$ cat config.mk
export PLATFORM = sky130hd
export DESIGN_NAME = odd_range_sampler_ctrl
export DESIGN_NICKNAME = d
export VERILOG_FILES = /design/src/rtl/odd_range_sampler_ctrl.sv
export SDC_FILE = /design/constraint.sdc
export NUM_CORES = 1
export LEC_CHECK = 0
export ABC_AREA = 1
export BUFFER_PORTS_ARGS = -buffer_cell sky130_fd_sc_hd__buf_2
export CORE_AREA = 4 4 74 76
export DETAILED_ROUTE_END_ITERATION = 12
export DIE_AREA = 0 0 78 80
export GPL_TIMING_DRIVEN = 1
export PLACE_DENSITY = 0.67
export SLEW_MARGIN = 20
export SYNTH_ARGS = -nofsm -noshare
export SYNTH_HDL_FRONTEND = slang
export SYNTH_SLANG_ARGS = --single-unit
$ cat constraint.sdc
create_clock -name clk -period 1.54 [get_ports clk]
set_input_delay 0.077 -clock clk [delete_from_list [all_inputs] [get_ports clk]]
set_output_delay 0.077 -clock clk [all_outputs]
set_load 0.01 [all_outputs]
$ cat src/rtl/odd_range_sampler_ctrl.sv
// Two-requester sampler: draws LFSR candidates until one is odd and strictly inside (UNDERFLOW, OVERFLOW).
// Optional rejected-candidate counter enabled by defining ODD_RANGE_STATS_EN.
module odd_range_sampler_ctrl #(
  parameter int unsigned       WIDTH     = 7,
  parameter logic [WIDTH-1:0]  UNDERFLOW = WIDTH'(33),
  parameter logic [WIDTH-1:0]  OVERFLOW  = WIDTH'(66),
  parameter int unsigned       MAX_TRIES = 16,
  parameter logic [15:0]       SEED      = 16'hACE1
) (
  input  logic             clk,
  input  logic             rst_n,
  input  logic [1:0]       req,
  output logic             rsp_valid,
  input  logic             rsp_ready,
  output logic             rsp_id,
  output logic             rsp_err,
  output logic [WIDTH-1:0] rsp_data,
  output logic             busy,
  output logic [15:0]      reject_cnt
);

  localparam int unsigned TRY_W = 8;
  localparam logic [15:0] TAPS  = 16'hB400;

  localparam logic [1:0] S_IDLE  = 2'd0;
  localparam logic [1:0] S_DRAW  = 2'd1;
  localparam logic [1:0] S_CHECK = 2'd2;
  localparam logic [1:0] S_RESP  = 2'd3;

  logic [1:0]       state, state_nxt;
  logic [15:0]      lfsr, lfsr_nxt;
  logic [TRY_W-1:0] tries, tries_nxt;
  logic [WIDTH-1:0] cand, cand_nxt;
  logic             last_id, last_id_nxt;
  logic             rsp_valid_nxt, rsp_id_nxt, rsp_err_nxt, busy_nxt;
  logic [WIDTH-1:0] rsp_data_nxt;
  logic [15:0]      lfsr_step;
  logic             accept;

  // Right-shifting Galois step
  assign lfsr_step = {1'b0, lfsr[15:1]} ^ (lfsr[0] ? TAPS : 16'h0000);
  assign accept    = (cand > UNDERFLOW) && (cand < OVERFLOW) && cand[0];

  always_comb begin
    state_nxt     = state;
    lfsr_nxt      = lfsr;
    tries_nxt     = tries;
    cand_nxt      = cand;
    last_id_nxt   = last_id;
    rsp_valid_nxt = rsp_valid;
    rsp_id_nxt    = rsp_id;
    rsp_err_nxt   = rsp_err;
    rsp_data_nxt  = rsp_data;
    case (state)
      S_IDLE: begin
        if (req != 2'b00) begin
          // Tie goes to the requester not served last
          rsp_id_nxt = (req == 2'b11) ? ~last_id : req[1];
          tries_nxt  = '0;
          state_nxt  = S_DRAW;
        end
      end
      S_DRAW: begin
        lfsr_nxt  = lfsr_step;
        cand_nxt  = lfsr_step[WIDTH-1:0];
        state_nxt = S_CHECK;
      end
      S_CHECK: begin
        if (accept) begin
          rsp_valid_nxt = 1'b1;
          rsp_err_nxt   = 1'b0;
          rsp_data_nxt  = cand;
          state_nxt     = S_RESP;
        end else if (tries == TRY_W'(MAX_TRIES - 1)) begin
          rsp_valid_nxt = 1'b1;
          rsp_err_nxt   = 1'b1;
          rsp_data_nxt  = '0;
          state_nxt     = S_RESP;
        end else begin
          tries_nxt = tries + TRY_W'(1);
          state_nxt = S_DRAW;
        end
      end
      default: begin
        if (rsp_ready) begin
          rsp_valid_nxt = 1'b0;
          last_id_nxt   = rsp_id;
          state_nxt     = S_IDLE;
        end
      end
    endcase
    busy_nxt = (state_nxt != S_IDLE);
  end

  always_ff @(posedge clk or negedge rst_n) begin
    if (!rst_n) begin
      state     <= S_IDLE;
      lfsr      <= SEED;
      tries     <= '0;
      cand      <= '0;
      last_id   <= 1'b1;
      rsp_valid <= 1'b0;
      rsp_id    <= 1'b0;
      rsp_err   <= 1'b0;
      rsp_data  <= '0;
      busy      <= 1'b0;
    end else begin
      state     <= state_nxt;
      lfsr      <= lfsr_nxt;
      tries     <= tries_nxt;
      cand      <= cand_nxt;
      last_id   <= last_id_nxt;
      rsp_valid <= rsp_valid_nxt;
      rsp_id    <= rsp_id_nxt;
      rsp_err   <= rsp_err_nxt;
      rsp_data  <= rsp_data_nxt;
      busy      <= busy_nxt;
    end
  end

`ifdef ODD_RANGE_STATS_EN
  logic reject;
  assign reject = (state == S_CHECK) && !accept;

  // Saturating count of rejected candidates
  always_ff @(posedge clk or negedge rst_n) begin
    if (!rst_n) begin
      reject_cnt <= 16'd0;
    end else if (reject && (reject_cnt != 16'hFFFF)) begin
      reject_cnt <= reject_cnt + 16'd1;
    end
  end
`else
  assign reject_cnt = 16'd0;
`endif

endmodule

==> results.sh <==
export IMPL_status="finished clean"
export IMPL_finalSetupTns_ps=0
export IMPL_crit_buf_inv=2
export IMPL_antenna_found_initial=0
export IMPL_p_leak_nw=1.14
export IMPL_drtPass1Iterations=5
export IMPL_clockRootBuffer="clkbuf_8"
export IMPL_ys_top_cells_by_area="dfrtp_1, nand2_1, dfstp_2"
export IMPL_final_cell_mix="nand2_1, dfrtp_1, nand3_1"
export IMPL_synth_seq_cells=41
export IMPL_final_common_cell="nand2_1"
export IMPL_hold_path_class="in2reg"
export IMPL_dpl_cell_area_um2=2180
export IMPL_syn2layout_area_growth_pct=12.8
export IMPL_grt_max_degree=30
export IMPL_fin_crit_sh=0.908
export IMPL_slowest_stage="dfrtp_1"
export IMPL_grt_first_pass_wirelength_mm=6.47
export IMPL_vias=1538
export IMPL_worst_path_max_fanout=9
export IMPL_core_um2=4720
export IMPL_rsz0062_at_grt="false"
export IMPL_clk_path_buf_depth=2
export IMPL_drv_slew=0
export IMPL_die_w_um=78
export IMPL_worstPathArrival_ps=1590
export IMPL_max_freq_mhz=715
export IMPL_syn_cell_area_um2=2080
export IMPL_skew_ps=8.45
export IMPL_critPathMostFrequentCell="nand2_1"
export IMPL_clk_latency_ps=290
export IMPL_yosys_warnings=0
export IMPL_synth_edf_count=0
export IMPL_path_cells="inv_2 -> nand2_1 -> nor2_1 -> inv_1 -> nand2_4 -> nand2_4 -> nand2_1 -> nand2_1"
export IMPL_period_needed_ps=1400
export IMPL_worst_pin_slew_ps=614
export IMPL_relSlewSlack=0.590
export IMPL_ys_types=26
export IMPL_async_reset_ff_frac=1.00
export IMPL_worst_r2r_setup_slack_ps=140
export IMPL_slowest_delay_ps=470
export IMPL_routed_wirelength_mm=3.83
export IMPL_nets=271
export IMPL_grt_pass1_vias=1387
export IMPL_cp_required_ps=1730
export IMPL_powerDensity_nw_per_um2=1260
export IMPL_synth_top_area_frac=0.384
export IMPL_dp_hpwl_mm=2.66
export IMPL_postLayoutCellArea_um2=2350
export IMPL_drc=0
export IMPL_cp_top_family="simple AND/OR/NAND/NOR gates"
export IMPL_ios=32
export IMPL_ir_worst_vdd_mv=0.705
export IMPL_post_drt_wl_per_cell_um=11.5
export IMPL_num_antenna_cells=0
export IMPL_finalSetupViolCount=0
export IMPL_numCtsBuffers=5
export IMPL_place_congestion=0.780
export IMPL_cts_tree="built"
export IMPL_syn_inst=240
export IMPL_fp_dieArea_um2=6240
export IMPL_cap_violations=0
export IMPL_htreeDepth=2
export IMPL_synth_top_area_cell="dfrtp_1"
export IMPL_endpoint_kind="flop"
export IMPL_grt_usage=0.130
export IMPL_grt_overflow=0
export IMPL_port_buffers=15
export IMPL_drive_above_1_share=0.252
export IMPL_crit_type="reg2reg"
export IMPL_viasPerCell=4.62
export IMPL_synth_ff_type="dfrtp_1"
export IMPL_start_util=0.441
export IMPL_die_y_um=80
export IMPL_antenna_left=0
export IMPL_setup_worst_path_start_class="flop"
export IMPL_yosysSeqAreaShare=0.498
export IMPL_clk_pin_slew_ps=80
export IMPL_hold_violations=0
export IMPL_first_iter_violations=136
export IMPL_avgSynthCellArea_um2=8.69
export IMPL_cts_sinks=41
export IMPL_std_cell_rows=25
## per-layer routing
metal	wire length [um]	part of all wire	up-vias	GRT usage
met5	0	0	-	0
met4	48	0.013	0	0.0420
met3	237	0.062	5	0.0372
met2	1850	0.48	43	0.204
met1	1690	0.44	714	0.174
li1	-	-	776	-
## flip-flops by register name, summed over array words and instances (netlist names)
signal / cells
lfsr: 16
rsp_valid: 1
last_id: 1
rsp_err: 1
tries: 8
rsp_data: 7
cand: 3
rsp_id: 1
busy: 1
state: 2
## stage by stage
| step | power [mW] | hold WS (ps) | cells | setup WS (ps) | utilization |
|---|---|---|---|---|---|
| 5_1_grt | 3.14 | 104 | 333 | 25.0 | 0.498 |
| 4_1_cts | 2.96 | 59.8 | 331 | 48.7 | 0.488 |
| 2_1_floorplan | 1.88 | -219 | 255 | 208 | - |
| 6_report | 2.96 | 67.2 | 333 | 141 | 0.498 |
| 3_5_place_dp | 2.06 | 123 | 322 | 71.1 | 0.461 |
| 3_3_place_gp | 2.05 | 128 | 322 | 91.4 | 0.461 |
## cell type report
class	instances	area, um^2
fillers	455	2370
flip-flops and latches	41	1040
multi-input cells	175	906
repair buffers	22	130
clock buffers	7	86.3
well taps	67	83.8
inverters	20	77.6
clock inverters	1	30.0
## kinds of logic (layout without fill, tap and decap cells)
group,count (synthesis),in the layout,synth area share
XOR/XNOR,5,5,0.0210
flip-flops,41,41,0.498
AND/OR/NAND/NOR,128,130,0.284
buffers and inverters,41,50,0.116
adder cells (fa/ha/maj),1,1,0.00600
other,1,16,0.00180
AO/OA/AOI/OAI,23,23,0.0732
## worst paths after layout
kind / from / end / cells past startpoint
max in group asynchronous: rst_n / tries[5] / 3
hold reg to reg: lfsr[7] / lfsr[7] / 2
setup / recovery: state[0] / tries[7] / 8
hold / removal: req[1] / rsp_id / 3
min in group asynchronous: rst_n / rsp_data[4] / 2
setup reg to reg: state[0] / tries[7] / 8
## worst min-delay path, delay by kind of cell
| family | cells | cell delay [ps] |
|---|---|---|
| AOI/OAI and AO/OA | 1 | 70 |
| and+or+nand+nor | 1 | 80 |
| buffers and inverters | 1 | 90 |
## cells in the mapped netlist (2+ instances only)
master   number
buf_4        17
nand3_1      20
nand2_4       2
nand2_1      76
inv_1        16
buf_6         3
nand2_2       3
dfrtp_1      32
dfstp_2       9
xnor2_1       4
o21ai_2      10
o21ai_0      13
nand4_1       3
inv_2         3
nor2_1       18
## where the power goes
part / switching, mW / total [mW] / internal [mW]
clock: 0.352 / 0.880 / 0.528
combinational: 0.577 / 0.831 / 0.253
sequential: 0.0778 / 1.24 / 1.17
total: 1.01 / 2.96 / 1.95
## repair_timing
item                                    CTS  global route
endpoints found under the hold margin    18             0
hold buffers                              1             0
gates resized for setup                   0             5
setup buffers                             0             0
endpoints found under the setup margin    0            19
No activity file was read; power rests on OpenSTA's default activity.
